File: src/rtl/timer_pkg.sv
// Shared definitions for the memory-mapped down-counting timer:
// register offsets, CTRL/STAT bit positions and the prescaler mask helper.
package timer_pkg;

  typedef enum logic [1:0] {
    TMR_CTRL = 2'd0,
    TMR_LOAD = 2'd1,
    TMR_CNT  = 2'd2,
    TMR_STAT = 2'd3
  } tmr_reg_e;

  // CTRL bit positions
  localparam int CTRL_EN     = 0;
  localparam int CTRL_PER    = 1;
  localparam int CTRL_IE     = 2;
  localparam int CTRL_PS_LSB = 4;
  localparam int CTRL_PS_MSB = 6;

  // STAT bit positions
  localparam int STAT_TF  = 0;
  localparam int STAT_RUN = 1;

  // Low PS bits of the prescaler that must all be 1 for a tick (PS=0 -> 0).
  function automatic logic [6:0] ps_mask(input logic [2:0] ps);
    logic [7:0] full;
    full = (8'd1 << ps) - 8'd1;
    return full[6:0];
  endfunction

endpackage

File: src/rtl/timer_prescaler.sv
// Free-running 7-bit divider. Produces a one-cycle tick every 2^ps enabled
// cycles; restart forces the count back to zero so the first tick after it
// lands 2^ps cycles later. The tick is combinational from the current count
// so the parent can decide how it interacts with simultaneous bus writes.
module timer_prescaler
  import timer_pkg::*;
(
  input  logic       clk,
  input  logic       rst_n,
  input  logic       en,
  input  logic       restart,
  input  logic [2:0] ps,
  output logic       tick
);

  logic [6:0] pre_q;
  logic [6:0] pre_d;
  logic [6:0] mask;

  // Tick when the selected low bits are about to wrap; advance only while enabled.
  always_comb begin
    mask  = ps_mask(ps);
    tick  = en && ((pre_q & mask) == mask);
    pre_d = pre_q;
    if (restart) begin
      pre_d = 7'd0;
    end else if (en) begin
      pre_d = pre_q + 7'd1;
    end
  end

  // Divider state register.
  always_ff @(posedge clk or negedge rst_n) begin
    if (!rst_n) begin
      pre_q <= 7'd0;
    end else begin
      pre_q <= pre_d;
    end
  end

endmodule

File: src/rtl/timer_periph.sv
// 8-bit down-counting timer responder on the MiniRISC data bus. Decodes a
// 4-register window at BASEADDR, counts LOAD..0 at the prescaled rate, sets
// TF on underflow (reloading in periodic mode, stopping in one-shot mode)
// and raises irq = TF & IE. Read data is zero unless this block is read, so
// it can be OR-ed with other responders.
module timer_periph
  import timer_pkg::*;
#(
  parameter logic [7:0] BASEADDR = 8'h80
) (
  input  logic       clk,
  input  logic       rst_n,
  input  logic [7:0] mst2slv_addr,
  input  logic       mst2slv_wr,
  input  logic       mst2slv_rd,
  input  logic [7:0] mst2slv_data,
  output logic [7:0] slv2mst_data,
  output logic       irq
);

  logic       en_q,   en_d;
  logic       per_q,  per_d;
  logic       ie_q,   ie_d;
  logic [2:0] ps_q,   ps_d;
  logic [7:0] load_q, load_d;
  logic [7:0] cnt_q,  cnt_d;
  logic       tf_q,   tf_d;

  logic       sel;
  tmr_reg_e   reg_sel;
  logic       wr_ctrl, wr_load, wr_stat;
  logic       tick, tick_eff, pre_restart;
  logic       tf_set, en_clr;
  logic [7:0] rdata;

  // Address decode and per-register write strobes.
  always_comb begin
    sel     = (mst2slv_addr[7:2] == BASEADDR[7:2]);
    reg_sel = tmr_reg_e'(mst2slv_addr[1:0]);
    wr_ctrl = mst2slv_wr && sel && (reg_sel == TMR_CTRL);
    wr_load = mst2slv_wr && sel && (reg_sel == TMR_LOAD);
    wr_stat = mst2slv_wr && sel && (reg_sel == TMR_STAT);
    // Software turning the timer off in the tick cycle cancels that tick.
    tick_eff    = tick && !(wr_ctrl && !mst2slv_data[CTRL_EN]);
    // A new LOAD value or an EN rise starts a fresh prescaler period.
    pre_restart = wr_load || (wr_ctrl && mst2slv_data[CTRL_EN] && !en_q);
  end

  timer_prescaler u_prescaler (
    .clk     (clk),
    .rst_n   (rst_n),
    .en      (en_q),
    .restart (pre_restart),
    .ps      (ps_q),
    .tick    (tick)
  );

  // Count/underflow effects first, then bus writes override where they overlap.
  always_comb begin
    en_d   = en_q;
    per_d  = per_q;
    ie_d   = ie_q;
    ps_d   = ps_q;
    load_d = load_q;
    cnt_d  = cnt_q;
    tf_set = 1'b0;
    en_clr = 1'b0;

    if (tick_eff) begin
      if (cnt_q != 8'd0) begin
        cnt_d = cnt_q - 8'd1;
      end else begin
        tf_set = 1'b1;
        if (per_q) begin
          cnt_d = load_q;
        end else begin
          en_clr = 1'b1;
        end
      end
    end
    if (en_clr) begin
      en_d = 1'b0;
    end

    if (wr_ctrl) begin
      en_d  = mst2slv_data[CTRL_EN];
      per_d = mst2slv_data[CTRL_PER];
      ie_d  = mst2slv_data[CTRL_IE];
      ps_d  = mst2slv_data[CTRL_PS_MSB:CTRL_PS_LSB];
    end
    if (wr_load) begin
      load_d = mst2slv_data;
      cnt_d  = mst2slv_data;
    end

    // Underflow set has priority over a write-1 clear in the same cycle.
    tf_d = (tf_q && !(wr_stat && mst2slv_data[STAT_TF])) || tf_set;
  end

  // Register state.
  always_ff @(posedge clk or negedge rst_n) begin
    if (!rst_n) begin
      en_q   <= 1'b0;
      per_q  <= 1'b0;
      ie_q   <= 1'b0;
      ps_q   <= 3'd0;
      load_q <= 8'd0;
      cnt_q  <= 8'd0;
      tf_q   <= 1'b0;
    end else begin
      en_q   <= en_d;
      per_q  <= per_d;
      ie_q   <= ie_d;
      ps_q   <= ps_d;
      load_q <= load_d;
      cnt_q  <= cnt_d;
      tf_q   <= tf_d;
    end
  end

  // Zero-latency read mux; drives zero when not selected for a read.
  always_comb begin
    rdata = 8'h00;
    if (sel && mst2slv_rd) begin
      case (reg_sel)
        TMR_CTRL: rdata = {1'b0, ps_q, 1'b0, ie_q, per_q, en_q};
        TMR_LOAD: rdata = load_q;
        TMR_CNT:  rdata = cnt_q;
        TMR_STAT: rdata = {6'd0, en_q, tf_q};
        default:  rdata = 8'h00;
      endcase
    end
  end

  assign slv2mst_data = rdata;
  assign irq          = tf_q & ie_q;

endmodule

File: config.mk
export PLATFORM = sky130hd
export DESIGN_NAME = timer_periph
export DESIGN_NICKNAME = d
export VERILOG_FILES = /design/src/rtl/timer_pkg.sv /design/src/rtl/timer_prescaler.sv /design/src/rtl/timer_periph.sv
export SDC_FILE = /design/constraint.sdc
export NUM_CORES = 1
export LEC_CHECK = 0
export ABC_AREA = 1
export CORE_UTILIZATION = 52
export CTS_BUF_LIST = sky130_fd_sc_hd__clkbuf_2
export CTS_CLUSTER_DIAMETER = 60
export DETAILED_ROUTE_END_ITERATION = 10
export PLACE_DENSITY = 0.76
export SETUP_SLACK_MARGIN = 0.02
export SLEW_MARGIN = 20
export SYNTH_ARGS = -nofsm -noshare
export SYNTH_HDL_FRONTEND = slang
export SYNTH_SLANG_ARGS = --single-unit
File: constraint.sdc
create_clock -name clk -period 2.2 [get_ports clk]
set_input_delay 0.33 -clock clk [delete_from_list [all_inputs] [get_ports clk]]
set_output_delay 0.33 -clock clk [all_outputs]
set_load 0.05 [all_outputs]
==> results.toml, run 1 <==
[run_status]
outcome = "finished, final reports clean"

[yosys]
synth_warnings = 0
synth_xor_area_share_pct = 2.40
synth-seq-area-share_pct = 34.3
synth_nets = 332
ys_types = 33
synth.top_cell.area_share_pct = 34.3
synth-edff-count = 0
synth-simple-area-share_pct = 41.1
netlist_area_sq_mm = 0.00219
synth_top_family_by_area = "simple AND/OR/NAND/NOR gates"
synth_compound_area_share_pct = 9.10
yosysMostFrequentCell = "nand2_1"
async_reset_ff_share_pct = 100
netlist_instances = 308
yosys.area.top_type = "dfrtp_1"
netlist_top_cells_area = "dfrtp_1 (34%), nand2_1 (16%), nand3_1 (9.8%)"
synthTopCellsByCount = "nand2_1 (96), nand3_1 (43), dfrtp_1 (30), inv_1 (28), nor2_1 (19)"
ys_ff_latch = 30
avgSynthCellArea_sq_um = 7.10
synth-main-ff-cell = "dfrtp_1"
synthAdderAreaFrac_pct = 2.29
synthMuxAreaShare_pct = 0.515

[cts]
cts_resized = 0
cts_buffer_depth = 2
postCtsSetupBuffers = 0
cts_made_buffers = 5
postCtsHoldBufs = 0
clock_latency_ns = 0.38
cts.sinks = 30
cts-htree-levels = 2
cts_tree = "done"
clk_transition_reported_paths_ns = 0.17
clockRootBuffer = "clkbuf_2"

[layout]
fin_cells = 396
insertedDiodeCount = 0
fin_nets = 369
syn_to_final_growth_pct = 21.6
post-route-util_pct = 66.0
drive_gt1_share_pct = 17.9

[power_and_ir_drop]
clkPwrFrac_pct = 12.9
p_sw_share_pct = 45.5
peakVddDrop_mv = 0.612
power_mw = 2.16
combPwrFrac_pct = 49.9
p_leak_nw = 1.31
p_sw_mw = 0.983
powerDensity_mw_per_mm2 = 812
intPower_mw = 1.18
pwr-share-seq_pct = 37.1

[critical_path]
r2r_start = "ps_q[1]"
crit_arrival_ns = 1.82
reg2reg_slack_ns = 0.29
cp.required_ns = 1.87
reg2reg_to = "cnt_q[5]"
startpoint_type = "input port"
rr_worst_depth = 12
critPathKind = "input port to output pin"
crit_path_max_fanout = 8
cp-end-kind = "output pin"

[timing]
rsz0062_at_grt = "yes"
fin_tns_setup_ns = 0
final-hold-violation-count = 0
fmaxAchievable_mhz = 466
fin_crit_ns = 2.15
finalMaxSlewViolations = 0
setup_ws_ns = 0.0546
fin_crit_sh_pct = 97.5
max-slew-margin-rel_pct = 66.3
skew_ns = 0.0230
setup_violations = 0
worst-slew-pin-transition_ns = 0.504

[die]
io_pins = 29
dieArea_sq_mm = 0.00447
die_h_um = 66.9
rows = 23
initial_core_util_pct = 54.3
die_width_um = 66.9
core_sq_mm = 0.00403

[global_routing]
grt_pass1_vias = 1872
antenna_found_initial = 0
overflow = 0
grtUsageTotal_pct = 26.4
grt_max_degree = 31
grt_pass1_wl_mm = 8.67

[routing]
drc = 0
wl_met2_mm = 2.34
wl_per_cell_um = 13.1
met3_length_um = 386
drt-total-wl_mm = 5.20
drt-initial-drc-count = 171
postRouteAntennaNets = 0
top_layer = "met4"
num_vias = 2097
first_pass_iters = 4
wl_met1_mm = 2.40
viasPerCell = 5.30

[placement]
pre_cts_slack_ns = 0.0864
gp_congestion = 0.875
dpl.cell_count = 388
dpl.hpwl_mm = 3.95
io_buffers = 28

[hold_path]
hold_class = "input port to async pin"

[run]
maxCapViolCount = 0
## critical path, stage by stage
cell and delay [ns]:
clkdlybuf4s50_1 0.40, nor2_1 0.12, nand2_1 0.10, nor2_4 0.09
nand2_1 0.23, a31oi_1 0.37, buf_12 0.18
## power by group through the flow
stage | registers [mW] | clock network, mW | logic [mW]
2_1_floorplan | 0.775 | 0 | 0.856
4_1_cts | 0.800 | 0.287 | 1.08
3_5_place_dp | 0.811 | 0 | 1.07
3_3_place_gp | 0.808 | 0 | 1.05
5_1_grt | 0.817 | 0.305 | 1.25
6_report | 0.802 | 0.279 | 1.08
## layout make-up
class | instances | area [sq um]
Tap cell | 50 | 62.6
Clock inverter | 2 | 8.76
Inverter | 41 | 161
Fill cell | 357 | 1370
Clock buffer | 6 | 30.0
Sequential cell | 30 | 751
Timing Repair Buffer | 37 | 428
Multi-Input combinational cell | 230 | 1220
## kinds of logic (layout without fill, tap and decap cells)
kind of cell	Yosys count	after routing
XOR/XNOR	6	6
buffers and inverters	48	86
AO/OA/AOI/OAI	32	32
multiplexers	1	1
AND/OR/NAND/NOR	187	187
flip-flops	30	30
adder cells (fa/ha/maj)	4	4
## stage by stage
step / hold WS (ns) / area [sq um]
3_3_place_gp: 0.493 / 2620
5_1_grt: 0.347 / 2660
2_1_floorplan: 0.0344 / 2190
4_1_cts: 0.308 / 2660
6_report: 0.308 / 2660
3_5_place_dp: 0.494 / 2620
## cells in the final DEF, fill, tap and decap left out
master           instances
xor2_1                   6
clkinv_2                 1
o22ai_1                  1
ha_1                     4
clkinv_1                 1
clkdlybuf4s50_1         20
a211oi_2                 1
nand2_2                  6
inv_2                   10
buf_12                   8
nor2_1                  19
a31oi_4                  1
a31oi_1                  4
a211oi_1                 1
nand2_4                  1
nor2_4                   4
nand3_1                 43
o21ai_0                 11
mux2_2                   1
clkbuf_2                 6
nor2_2                   6
dfrtp_1                 30
nand3_2                  1
o21ai_1                  7
nor3_1                   3
nand3_4                  4
a21oi_1                  2
a221oi_1                 1
nand2_1                 96
o211ai_1                 2
inv_4                    3
nand4_1                  3
inv_1                   28
o31ai_1                  1
nor3b_1                  1
buf_4                    9
## how the worst max path moves through the flow
stage,from,endpoint,slack [ns],cells past startpoint
2_1_floorplan,mst2slv_addr[3],slv2mst_data[2],0.24,5
3_3_place_gp,mst2slv_addr[3],slv2mst_data[4],0.12,7
3_5_place_dp,mst2slv_addr[3],slv2mst_data[4],0.09,7
4_1_cts,mst2slv_addr[3],slv2mst_data[4],0.06,7
5_1_grt,mst2slv_addr[3],slv2mst_data[4],-0.04,7
6_report,mst2slv_addr[3],slv2mst_data[4],0.05,7
## flip-flops by register name, indices dropped and copies added (netlist names)
name and cells:
tf_q 1, cnt_q 8, ie_q 1, ps_q 3, en_q 1, load_q 8
per_q 1, u_prescaler.pre_q 7
## routing by layer
layer / GRT usage, % / vias to the layer above
met1: 37.0 / 942
li1: - / 1067
met2: 40.5 / 80
met4: 8.51 / 0
met5: 0 / -
met3: 4.97 / 8
No activity file was read; power rests on OpenSTA's default activity.
==> inputs of run 2 (changes only) <==
--- a/config.mk
+++ b/config.mk
@@ -7,4 +7,5 @@
 export LEC_CHECK = 0
 export ABC_AREA = 1
+export CAP_MARGIN = 0
 export CORE_UTILIZATION = 52
 export CTS_BUF_LIST = sky130_fd_sc_hd__clkbuf_2
==> constraint.sdc (replaced) <==
create_clock -name clk -period 2.2 [get_ports clk]
set_input_delay 0.44 -clock clk [delete_from_list [all_inputs] [get_ports clk]]
set_output_delay 0.44 -clock clk [all_outputs]
set_load 0.05 [all_outputs]
==> results.toml, run 2 (synthesized netlist as in run 1, its figures left out) <==
[run_status]
outcome = "finished, final reports clean"

[routing]
viasPerCell = 5.27
first_pass_iters = 4
drt-initial-drc-count = 154
drc = 0
num_vias = 2159
wl_per_cell_um = 13.6
postRouteAntennaNets = 0
drt-total-wl_mm = 5.59

[global_routing]
antenna_found_initial = 0
grtUsageTotal_pct = 28.6
grt_max_degree = 31
grt_pass1_vias = 1971
grt_pass1_wl_mm = 9.36
overflow = 0

[cts]
cts_tree = "done"
postCtsHoldBufs = 0
cts.sinks = 30
cts-htree-levels = 2
cts_made_buffers = 5
clk_transition_reported_paths_ns = 0.17
cts_buffer_depth = 2
clock_latency_ns = 0.37
clockRootBuffer = "clkbuf_2"

[die]
io_pins = 29
rows = 23
core_sq_mm = 0.00403
dieArea_sq_mm = 0.00447
initial_core_util_pct = 54.3
die_h_um = 66.9
die_width_um = 66.9

[timing]
fin_crit_ns = 2.10
setup_violations = 0
fin_crit_sh_pct = 95.5
finalMaxSlewViolations = 0
fin_tns_setup_ns = 0
max-slew-margin-rel_pct = 66.8
skew_ns = 0.0190
fmaxAchievable_mhz = 476
worst-slew-pin-transition_ns = 0.498
final-hold-violation-count = 0
rsz0062_at_grt = "no"

[critical_path]
crit_slowest_cell = "a211oi_2"
startpoint_type = "input port"
critPathKind = "input port to output pin"
path_cells = "dlygate4sd2_1, buf_4, nand2_2, inv_4, a211oi_1, a211oi_2, buf_12"
crit_path_max_fanout = 9
crit_arrival_ns = 1.66
cp-end-kind = "output pin"
cp.required_ns = 1.76
crit_path_max_incr_delay_ns = 0.31

[run]
maxCapViolCount = 0

[layout]
syn_to_final_growth_pct = 27.7
insertedDiodeCount = 0
layout_commonest_cell = "nand2_1"
drive_gt1_share_pct = 22.2
final_cell_mix = "nand2_1 (95), nand3_1 (43), dfrtp_1 (29)"
top_regs = "cnt_q x8, load_q x8, u_prescaler.pre_q x7"
fin_nets = 383
fill_cells = 349

[power_and_ir_drop]
power_mw = 2.18
peakVddDrop_mv = 0.513
p_leak_nw = 1.45
powerDensity_mw_per_mm2 = 779

[placement]
gp_congestion = 0.901
dpl.hpwl_mm = 4.20
io_buffers = 28

[hold_path]
hold_class = "input port to async pin"
==> run 2: changes by cell type in the layout (fill, tap and decap cells not counted), sizes merged <==
| cell | before | now |
|---|---|---|
| dlygate4sd2 | 0 | 2 |
| buf | 17 | 31 |
| dlymetal6s2s | 0 | 5 |
| clkdlybuf4s50 | 20 | 13 |
==> run 2: stage by stage <==
stage | area (sq um) | setup slack (ns) | instances | util, % | hold slack [ns]
after floorplan | 2190 | 0.0167 | 308 | - | 0.144
after global placement | 2720 | -0.0913 | 401 | 67.5 | 0.492
after detailed placement | 2720 | -0.162 | 401 | 67.5 | 0.498
after CTS | 2770 | 0.0324 | 409 | 68.8 | 0.434
after global routing | 2790 | 0.0215 | 410 | 69.3 | 0.455
final | 2790 | 0.0980 | 410 | 69.3 | 0.422
==> run 2: final timing paths <==
path,startpoint,endpoint,slack [ns],cells after the start
setup / recovery,mst2slv_addr[0],slv2mst_data[0],0.1,7
hold / removal,rst_n,load_q[2],0.42,2
setup reg to reg,ps_q[2],cnt_q[3],0.23,12
hold reg to reg,load_q[3],load_q[3],0.54,2
max in group asynchronous,rst_n,ps_q[1],1.46,2
min in group clk,load_q[3],load_q[3],0.54,2
==> run 2: final cells by class <==
| cell class | count | area [sq um] | area share, % |
|---|---|---|---|
| Timing Repair Buffer | 51 | 543 | 19.4 |
| Clock inverter | 2 | 8.76 | 0.313 |
| Sequential cell | 30 | 752 | 26.9 |
| Inverter | 41 | 161 | 5.78 |
| Multi-Input combinational cell | 230 | 1240 | 44.2 |
| Clock buffer | 6 | 30.0 | 1.07 |
| Tap cell | 50 | 62.6 | 2.24 |
==> run 2: repair_timing <==
action | CTS | global route
gates resized for setup | 6 | 7
setup buffers | 0 | 1
setup endpoints to repair | 8 | 13
hold endpoints to repair | 0 | 0
pin swaps | 1 | 5
==> run 2: layer usage <==
| metal | routed length [um] | global-route usage, % | vias to the layer above |
|---|---|---|---|
| met1 | 2500 | 38.8 | 986 |
| li1 | - | - | 1092 |
| met5 | 0 | 0 | - |
| met3 | 373 | 5.99 | 8 |
| met4 | 109 | 12.0 | 0 |
| met2 | 2610 | 43.8 | 73 |
==> run 2: worst max-delay path, delay by kind of cell <==
kind | cells | cell delay, ns
buf+inv | 4 | 0.74
compound gates | 2 | 0.42
simple gates | 1 | 0.06
==> run 2: power breakdown <==
| group | internal, mW | total [mW] | switching (mW) |
|---|---|---|---|
| Clock | 0.0781 | 0.277 | 0.199 |
| Sequential | 0.675 | 0.803 | 0.127 |
| Combinational | 0.427 | 1.10 | 0.670 |
| Total | 1.18 | 2.18 | 0.996 |
==> inputs of run 3 (changes only) <==
Settings changed: CORE_MARGIN set to 3, SKIP_LAST_GASP set to 1.
==> results.toml, run 3 (synthesized netlist as in run 1, its figures left out) <==
[layout]
insertedDiodeCount = 0
fin_nets = 379
top_regs = "cnt_q x8, load_q x8, u_prescaler.pre_q x7"
fill_cells = 324
final_cell_mix = "nand2_1 (95), nand3_1 (43), dfrtp_1 (30)"
design_area_sq_mm = 0.00279
drive_gt1_share_pct = 21.9
post-route-util_pct = 72.3
layout_commonest_cell = "nand2_1"
syn_to_final_growth_pct = 27.3

[global_routing]
grt_max_degree = 31
antenna_found_initial = 0
overflow = 0
grt_pass1_wl_mm = 9.70
grt_pass1_vias = 2036
grtUsageTotal_pct = 24.4

[critical_path]
reg2reg_slack_ns = 0.18
reg2reg_to = "cnt_q[5]"
critPathKind = "input port to output pin"
rr_worst_depth = 12
crit_path_max_fanout = 8
crit_start = "mst2slv_addr[7]"
r2r_start = "ps_q[1]"
cp-endpoint = "slv2mst_data[5]"
cp-end-kind = "output pin"
crit_arrival_ns = 1.67
cp.required_ns = 1.76
startpoint_type = "input port"

[timing]
finalMaxSlewViolations = 0
fmaxAchievable_mhz = 473
fin_crit_ns = 2.11
final-hold-violation-count = 0
rsz0062_at_grt = "yes"
setup_violations = 0
skew_ns = 0.0358
max-slew-margin-rel_pct = 66.7
worst-slew-pin-transition_ns = 0.498
fin_crit_sh_pct = 96.1
setup_ws_ns = 0.0852
fin_tns_setup_ns = 0

[die]
die_width_um = 70.9
die_h_um = 70.9
io_pins = 29
rows = 22
dieArea_sq_mm = 0.00502
initial_core_util_pct = 56.8
core_sq_mm = 0.00385

[cts]
cts-htree-levels = 2
postCtsHoldBufs = 0
clockRootBuffer = "clkbuf_2"
cts_buffer_depth = 2
clock_latency_ns = 0.39
cts.sinks = 30
cts_tree = "done"
clk_transition_reported_paths_ns = 0.18
cts_made_buffers = 5

[routing]
viasPerCell = 5.52
postRouteAntennaNets = 0
first_pass_iters = 5
num_vias = 2230
drt-initial-drc-count = 207
wl_per_cell_um = 14.4
drc = 0
drt-total-wl_mm = 5.82

[run_status]
outcome = "finished, final reports clean"

[placement]
gp_congestion = 0.859
dpl_cell_area_sq_mm = 0.00269
io_buffers = 28
dpl.hpwl_mm = 4.29
pre_cts_slack_ns = -0.125

[power_and_ir_drop]
powerDensity_mw_per_mm2 = 791
peakVddDrop_mv = 0.474
p_leak_nw = 1.43

[run]
maxCapViolCount = 0

[hold_path]
hold_class = "input port to async pin"
==> run 3: power by group <==
group          internal, mW  total [mW]  leakage (nW)  switching (mW)
combinational         0.429        1.11          1.04           0.684
sequential            0.675       0.804         0.364           0.129
clock                0.0780       0.285        0.0304           0.207
==> run 3: how the worst min path moves through the flow <==
| stage | start | endpoint | slack [ns] | depth (start not counted) |
|---|---|---|---|---|
| finish | rst_n | u_prescaler.pre_q[5] | 0.40 | 2 |
| global route | rst_n | cnt_q[6] | 0.43 | 2 |
| CTS | rst_n | u_prescaler.pre_q[6] | 0.39 | 2 |
| detailed placement | load_q[2] | load_q[2] | 0.50 | 2 |
| global placement | load_q[0] | load_q[0] | 0.48 | 2 |
| floorplan | rst_n | cnt_q[0] | 0.14 | 0 |
==> run 3: layer usage <==
layer,vias up,GRT usage (%),wire length (um)
met1,1034,34.0,2560
met2,97,37.8,2680
met3,7,4.83,487
met5,-,0,0
li1,1092,-,-
met4,0,8.35,87
==> run 3: final cells by class <==
| class | count | area [sq um] | share of cell area (%) |
|---|---|---|---|
| clock inverter | 2 | 8.76 | 0.314 |
| sequential | 30 | 751 | 27.0 |
| multi-input combinational | 230 | 1260 | 45.3 |
| clock buffer | 6 | 30.0 | 1.08 |
| inverter | 41 | 161 | 5.80 |
| timing repair buffer | 47 | 513 | 18.4 |
| tap | 48 | 60.1 | 2.16 |
==> run 3: stage by stage <==
step	instances	power, mW	hold WS [ns]
finish	404	2.20	0.397
global placement	395	1.86	0.483
CTS	403	2.20	0.387
global route	404	2.40	0.430
floorplan	308	1.63	0.144
detailed placement	395	1.91	0.499
==> run 3: critical path: stages <==
cell	delay [ns]
clkdlybuf4s50_1	0.46
nand2_1	0.08
nor2_4	0.13
nand2_4	0.13
a31oi_1	0.16
buf_4	0.15
buf_12	0.13
==> run 3: repair_timing <==
| item | in CTS | in global routing |
|---|---|---|
| endpoints found under the setup margin | 8 | 7 |
| pin swaps | 1 | 5 |
| gates resized for setup | 8 | 7 |
| setup buffers | 0 | 1 |
